**src/rtl/eeprom_access_ctrl_if.sv**
```systemverilog
// CPU-side request/ack bus of the EEPROM access controller.
// The CPU holds a request (with we/addr/din) until it sees the one-cycle ack.
interface eeprom_access_ctrl_if;
  logic        cpu_req;
  logic        cpu_we;
  logic [12:0] cpu_addr;
  logic [7:0]  cpu_din;
  logic [7:0]  cpu_dout;
  logic        cpu_ack;

  modport master (
    output cpu_req, cpu_we, cpu_addr, cpu_din,
    input  cpu_dout, cpu_ack
  );

  modport slave (
    input  cpu_req, cpu_we, cpu_addr, cpu_din,
    output cpu_dout, cpu_ack
  );
endinterface

```
**src/rtl/eeprom_access_ctrl.sv**
```systemverilog
// Arbitrates CPU byte accesses and HPS load/save ownership of a 13-bit EEPROM, tracks dirty state and autosave.
// Reads ack 3 cycles after cpu_req is taken, writes ack after 2 (posted); CPU stalls while busy or HPS-owned.
module eeprom_access_ctrl #(
  parameter logic [31:0] IDLE_CYCLES = 32'd48_000_000,
  parameter logic [31:0] MAX_BUSY    = 32'd1_000_000
) (
  input  logic                       clk,
  input  logic                       reset_n,
  eeprom_access_ctrl_if.slave        cpu,
  input  logic                       hps_req,
  input  logic                       hps_upload,
  output logic                       hps_grant,
  output logic                       ee_ce,
  output logic                       ee_wr,
  output logic                       ee_rd,
  output logic [12:0]                ee_addr,
  output logic [7:0]                 ee_data,
  input  logic [7:0]                 ee_q,
  input  logic                       ee_ready,
  output logic                       dirty,
  output logic                       save_req,
  output logic                       busy_err
);

  typedef enum logic [2:0] {
    IDLE,
    RD_ISSUE,
    RD_CAPT,
    WR_ISSUE,
    WR_SETTLE,
    WR_BUSY,
    HPS_OWN
  } state_t;

  state_t      state;
  logic [31:0] busy_cnt;
  logic [31:0] idle_cnt;
  logic [7:0]  dout_q;
  logic        ack_q;

  logic        set_dirty;
  logic        clr_dirty;
  logic        dirty_nxt;
  logic [31:0] idle_nxt;
  logic        save_nxt;

  assign cpu.cpu_dout = dout_q;
  assign cpu.cpu_ack  = ack_q;

  // Chip enable follows reset directly so it is low for the whole reset window.
  assign ee_ce = reset_n;

  always_comb begin
    set_dirty = 1'b0;
    clr_dirty = 1'b0;
    dirty_nxt = dirty;
    idle_nxt  = idle_cnt;
    save_nxt  = 1'b0;

    // The write ack is launched on the WR_ISSUE edge; an upload grant can only start from IDLE.
    set_dirty = (state == WR_ISSUE);
    clr_dirty = (state == IDLE) && hps_req && hps_upload;

    if (set_dirty) begin
      dirty_nxt = 1'b1;
    end else if (clr_dirty) begin
      dirty_nxt = 1'b0;
    end

    if (set_dirty) begin
      idle_nxt = 32'd0;
    end else if (dirty && (idle_cnt != 32'hFFFF_FFFF)) begin
      idle_nxt = idle_cnt + 32'd1;
    end

    save_nxt = dirty_nxt && (idle_nxt >= IDLE_CYCLES);
  end

  always_ff @(posedge clk or negedge reset_n) begin
    if (!reset_n) begin
      state     <= IDLE;
      busy_cnt  <= 32'd0;
      idle_cnt  <= 32'd0;
      dout_q    <= 8'd0;
      ack_q     <= 1'b0;
      ee_wr     <= 1'b0;
      ee_rd     <= 1'b0;
      ee_addr   <= 13'd0;
      ee_data   <= 8'd0;
      hps_grant <= 1'b0;
      dirty     <= 1'b0;
      save_req  <= 1'b0;
      busy_err  <= 1'b0;
    end else begin
      ack_q    <= 1'b0;
      ee_rd    <= 1'b0;
      ee_wr    <= 1'b0;
      dirty    <= dirty_nxt;
      idle_cnt <= idle_nxt;
      save_req <= save_nxt;

      case (state)
        IDLE: begin
          if (hps_req) begin
            state     <= HPS_OWN;
            hps_grant <= 1'b1;
          end else if (cpu.cpu_req && !ack_q) begin
            // The request is still high during its own ack cycle; do not take it twice.
            ee_addr <= cpu.cpu_addr;
            if (cpu.cpu_we) begin
              ee_data <= cpu.cpu_din;
              ee_wr   <= 1'b1;
              state   <= WR_ISSUE;
            end else begin
              ee_rd   <= 1'b1;
              state   <= RD_ISSUE;
            end
          end
        end

        RD_ISSUE: begin
          state <= RD_CAPT;
        end

        RD_CAPT: begin
          dout_q <= ee_q;
          ack_q  <= 1'b1;
          state  <= IDLE;
        end

        WR_ISSUE: begin
          ack_q <= 1'b1;
          state <= WR_SETTLE;
        end

        WR_SETTLE: begin
          busy_cnt <= 32'd0;
          state    <= WR_BUSY;
        end

        WR_BUSY: begin
          if (ee_ready) begin
            busy_cnt <= 32'd0;
            state    <= IDLE;
          end else if ((busy_cnt + 32'd1) >= MAX_BUSY) begin
            busy_cnt <= 32'd0;
            busy_err <= 1'b1;
            state    <= IDLE;
          end else begin
            busy_cnt <= busy_cnt + 32'd1;
          end
        end

        HPS_OWN: begin
          if (!hps_req) begin
            hps_grant <= 1'b0;
            state     <= IDLE;
          end
        end

        default: begin
          hps_grant <= 1'b0;
          state     <= IDLE;
        end
      endcase
    end
  end

  ack_not_back_to_back: assert property (@(posedge clk) disable iff (!reset_n) ack_q |=> !ack_q);
  ack_not_while_granted: assert property (@(posedge clk) disable iff (!reset_n) !(ack_q && hps_grant));
  strobes_exclusive: assert property (@(posedge clk) disable iff (!reset_n) !(ee_rd && ee_wr));

endmodule

```
**src/flat_wrapper.sv**
```systemverilog
// flat-port wrapper written by rule: the top's interface ports become plain ports
module eeprom_access_ctrl_flat 
#(
  parameter logic [31:0] IDLE_CYCLES = 32'd48_000_000,
  parameter logic [31:0] MAX_BUSY    = 32'd1_000_000
)
  (clk, reset_n, hps_req, hps_upload, hps_grant, ee_ce, ee_wr, ee_rd, ee_addr, ee_data, ee_q, ee_ready, dirty, save_req, busy_err, cpu_cpu_req, cpu_cpu_we, cpu_cpu_addr, cpu_cpu_din, cpu_cpu_dout, cpu_cpu_ack);
  eeprom_access_ctrl_if cpu_i ();
  input  logic clk;
  input  logic reset_n;
  input  logic hps_req;
  input  logic hps_upload;
  output logic hps_grant;
  output logic ee_ce;
  output logic ee_wr;
  output logic ee_rd;
  output logic [12:0] ee_addr;
  output logic [7:0] ee_data;
  input  logic [7:0] ee_q;
  input  logic ee_ready;
  output logic dirty;
  output logic save_req;
  output logic busy_err;
  input wire logic [$bits(cpu_i.cpu_req)-1:0] cpu_cpu_req;
  input wire logic [$bits(cpu_i.cpu_we)-1:0] cpu_cpu_we;
  input wire logic [$bits(cpu_i.cpu_addr)-1:0] cpu_cpu_addr;
  input wire logic [$bits(cpu_i.cpu_din)-1:0] cpu_cpu_din;
  output wire logic [$bits(cpu_i.cpu_dout)-1:0] cpu_cpu_dout;
  output wire logic [$bits(cpu_i.cpu_ack)-1:0] cpu_cpu_ack;
  assign cpu_i.cpu_req = cpu_cpu_req;
  assign cpu_i.cpu_we = cpu_cpu_we;
  assign cpu_i.cpu_addr = cpu_cpu_addr;
  assign cpu_i.cpu_din = cpu_cpu_din;
  assign cpu_cpu_dout = cpu_i.cpu_dout;
  assign cpu_cpu_ack = cpu_i.cpu_ack;
  eeprom_access_ctrl #(.IDLE_CYCLES(IDLE_CYCLES), .MAX_BUSY(MAX_BUSY)) u_core (.clk(clk), .reset_n(reset_n), .cpu(cpu_i), .hps_req(hps_req), .hps_upload(hps_upload), .hps_grant(hps_grant), .ee_ce(ee_ce), .ee_wr(ee_wr), .ee_rd(ee_rd), .ee_addr(ee_addr), .ee_data(ee_data), .ee_q(ee_q), .ee_ready(ee_ready), .dirty(dirty), .save_req(save_req), .busy_err(busy_err));
endmodule
```
**config.mk**
```make
export PLATFORM = sky130hd
export DESIGN_NAME = eeprom_access_ctrl_flat
export DESIGN_NICKNAME = d
export VERILOG_FILES = /design/src/rtl/eeprom_access_ctrl_if.sv /design/src/rtl/eeprom_access_ctrl.sv /design/src/flat_wrapper.sv
export SDC_FILE = /design/constraint.sdc
export NUM_CORES = 1
export LEC_CHECK = 0
export ABC_CLOCK_PERIOD_IN_PS = 3250
export CORE_MARGIN = 3
export CORE_UTILIZATION = 56
export CTS_CLUSTER_DIAMETER = 200
export DETAILED_ROUTE_END_ITERATION = 6
export HOLD_SLACK_MARGIN = 0.02
export PLACE_DENSITY = 0.82
export REMOVE_ABC_BUFFERS = 1
export SYNTH_ARGS = -nofsm -noshare
export SYNTH_HDL_FRONTEND = slang
export SYNTH_SLANG_ARGS = --single-unit
```
**constraint.sdc**
```tcl
create_clock -name clk -period 3.25 [get_ports clk]
set_input_delay 0.325 -clock clk [delete_from_list [all_inputs] [get_ports clk]]
set_output_delay 0.325 -clock clk [all_outputs]
set_load 0.03 [all_outputs]
```
==> out/results.tsv <==
stage	metric	value	unit
run_status	status	finished clean	
logic_synthesis	synth warn	0	
floorplanning	Die Y	105	µm
power	Comb power frac	36.7	%
cells_and_area	commonest non-fill, non-tap cell in the layout	dfrtp_1	
clock_tree	clock tree buffer depth	2	
cells_and_area	Net count, final	699	
detailed_routing	drt pass-1 iters	7	
logic_synthesis	Synth Area per Inst	9.31	µm²
cells_and_area	fill count	738	
critical_path	CP peak stage delay	0.52	ns
logic_synthesis	mux cell area share after synthesis	2.58	%
logic_synthesis	compound-gate portion of the synthesized area	13.4	%
clock_tree	Clk Latency, worst-skew pair	0.38	ns
clock_tree	CTS Buf Count	9	
cells_and_area	P&R area growth vs syn	18.9	%
sta	RSZ-0062 raised after global routing	no	
power	LEAKAGE	2.93	nW
global_routing	Total GRT Usage	24.4	%
cells_and_area	most frequent cells in the layout	dfrtp_1, nand2_1, clkdlybuf4s50_1	
floorplanning	initial core utilization	58.8	%
clock_tree	clock-pin transition on the worst setup and hold timing paths	0.10	ns
detailed_routing	total wire length	13100	µm
detailed_routing	initial drt markers	269	
floorplanning	core area	9420	µm²
sta	Slew @ Worst Pin	0.713	ns
clock_tree	CTS root buf	clkbuf_8	
critical_path	Setup Crit Path Kind	reg -> reg	
placed_design	post-DP HPWL	9350	µm
floorplanning	area of the die	11100	µm²
power	switching power	1.51	mW
floorplanning	die width	105	µm
critical_path	FF-to-FF path depth	10	
sta	final hold vios	0	
logic_synthesis	main flop type after synthesis	dfrtp_1	
logic_synthesis	EDFF count, synth	0	
clock_tree	CTS Hold Bufs	0	
floorplanning	Std-Cell Rows	35	
critical_path	startpoint types	flip-flop	
critical_path	crit path DAT	3.33	ns
floorplanning	I/O pin count	73	
detailed_routing	# DRC	0	
clock_tree	CTS Sinks	103	
logic_synthesis	Post-Synth Adder-Cell Area	0.633	%
power	Sw Ratio	37.9	%
critical_path	cell chain of the critical path	ha_1, nand3_1, nor4_2, buf_4, a41o_1, a21oi_1, o31ai_2, o2111ai_4, nor4_1, a21o_1	
sta	hold slack final	0.0521	ns
sta	fmax	0.333	GHz
power	PD cells	607	nW/µm²
critical_path	FF-to-FF End	u_core.busy_cnt[5]	
detailed_routing	DR WL/cell	16.5	µm
sta	Slew HR	52.5	%
critical_path	Required @ worst endpoint	3.58	ns
cells_and_area	layout cells sized above 1	8.87	%
critical_path	reg2reg start	u_core.busy_cnt[0]	
logic_synthesis	post-synthesis async set-or-reset flop share	100	%
logic_synthesis	XOR/XNOR share of the synthesized area	5.06	%
power	Reg power frac	42.3	%
power	total power	4.00	mW
logic_synthesis	Yosys reg bits	103	
job	max_cap viols	0	
clock_tree	clock tree from TritonCTS	built	
clock_tree	CTS H-Tree Depth	3	
placed_design	gpl congestion	0.907	
power	clock power share	21.1	%
cells_and_area	FF/Latch Area	2580	µm²
placed_design	Post-DP Area	6360	µm²
sta	total negative slack	0	ns
logic_synthesis	Mapped Area	5540	µm²
critical_path	crit path capture type	flip-flop	
global_routing	total gr overflow	0	
logic_synthesis	sequential cell area fraction in the yosys report	46.5	%
detailed_routing	via count	4725	
power	largest vdd supply drop	549	µV
sta	max-slew violation count	0	
detailed_routing	via density per instance	5.95	
cells_and_area	area of the multi-input gates	2800	µm²
global_routing	first-pass GRT wire length	22400	µm
placed_design	input/output buffers	72	
critical_path	critical path fanouts, max	18	
sta	clock skew	0.0125	ns
logic_synthesis	unique cell type count in the Yosys netlist	70	
detailed_routing	Antenna Violating Nets Remaining	0	
sta	period utilization	92.3	%
logic_synthesis	post-synthesis simple-gate area fraction	28.3	%
power	Internal Pwr Total	2.48	mW
cells_and_area	ANT cells	0	
critical_path	R2R setup slack	0.25	ns
critical_path	critical path's slowest cell	o31ai_2	
sta	Tmin final	3.00	ns
cells_and_area	design area	6590	µm²
logic_synthesis	cell count after synthesis	595	
worst_hold_path	Min-Delay Path Class	in -> async	
global_routing	largest net degree at the start of global routing	54	
logic_synthesis	largest family of logic cells by synthesized area	simple AND/OR/NAND/NOR gates	
global_routing	initial antenna violation count	0	
global_routing	vias in the first global route	4687	
sta	Final Setup Violations	0	
cells_and_area	final core occ	70.0	%
## synthesized netlist by cell type (all sizes together) (6+ instances only)
cell,instances,area (µm²)
a21o,17,129
a21oi,11,58.8
and2,13,81.3
and3,15,93.8
and4,10,87.6
buf,10,70.1
clkbuf,19,71.3
dfrtp,103,2580
inv,12,45.0
mux2,10,113
nand2,95,359
nand2b,7,43.8
nand3,29,145
nand4,15,93.8
nor2,59,221
nor3,14,70.1
nor3b,6,75.1
nor4,17,159
o21ai,31,155
or3,7,53.8
xnor2,15,131
xor2,17,149
## critical path, delay by kind of cell, from the launching register on
kind | cells | cell delay [ns]
and+or+nand+nor | 3 | 0.82
DFF | 1 | 0.41
AOI/OAI and AO/OA | 5 | 1.27
adders and majority gates | 1 | 0.26
buffers and inverters | 1 | 0.18
## repair_timing
| item | 4_1_cts | 5_1_grt |
|---|---|---|
| gates resized for setup | 0 | 1 |
| setup endpoints to repair | 0 | 17 |
| buffers inserted | 0 | 0 |
## sequential cells by signal, indices dropped and copies added (netlist names)
| register | flops |
|---|---|
| u_core.state | 3 |
| u_core.save_req | 1 |
| u_core.ee_addr | 13 |
| u_core.ee_rd | 1 |
| u_core.ee_data | 8 |
| u_core.cpu.cpu_ack | 1 |
| u_core.busy_err | 1 |
| u_core.busy_cnt | 32 |
| u_core.idle_cnt | 32 |
| u_core.hps_grant | 1 |
| u_core.cpu.cpu_dout | 8 |
| u_core.dirty | 1 |
| u_core.ee_wr | 1 |
## layout make-up
class / instances / area share, %
Clock buffer: 10 / 2.09
Clock inverter: 5 / 0.969
Inverter: 13 / 0.741
Multi-Input combinational cell: 451 / 42.5
Sequential cell: 103 / 39.1
Tap cell: 129 / 2.45
Timing Repair Buffer: 83 / 12.2
## power groups by stage
stage               Clock, mW  Sequential (mW)  Combinational (mW)
floorplan                   0             2.06               0.462
global route            0.910             1.72                1.59
global placement            0             1.70                1.43
CTS                     0.860             1.69                1.47
finish                  0.842             1.69                1.47
detailed placement          0             1.71                1.46
## routing by layer
metal  share of wire (%)  track usage [%]
met2                  48             38.7
met1                  43             31.6
met3                 7.7             8.70
met4                 1.6             7.50
met5                   0                0
## logic make-up after synthesis
group                      count (synthesis)
muxes                                     13
and+or+nand+nor                          297
adders and majority gates                  3
buffers and inverters                     42
AOI/OAI and AO/OA                        105
xor gates and xnor gates                  32
DFF                                      103
## per-stage QoR
stage,instances,setup WS [ns]
6_report,794,0.249
5_1_grt,794,0.0386
4_1_cts,793,0.177
3_5_place_dp,778,0.201
3_3_place_gp,778,0.269
2_1_floorplan,566,0.349
## worst max path at each step
stage                             startpoint  slack (ns)  cells past startpoint             endpoint
after detailed placement  u_core.busy_cnt[0]        0.20                      9  u_core.busy_cnt[18]
after global routing      u_core.busy_cnt[0]        0.04                      9   u_core.busy_cnt[9]
final                     u_core.busy_cnt[0]        0.25                     10   u_core.busy_cnt[5]
after global placement    u_core.busy_cnt[0]        0.27                      9  u_core.busy_cnt[18]
after floorplan           u_core.busy_cnt[2]        0.35                      8  u_core.busy_cnt[10]
after CTS                 u_core.busy_cnt[0]        0.18                      9  u_core.busy_cnt[13]
Note: power is estimated with default switching activity, not from simulation.
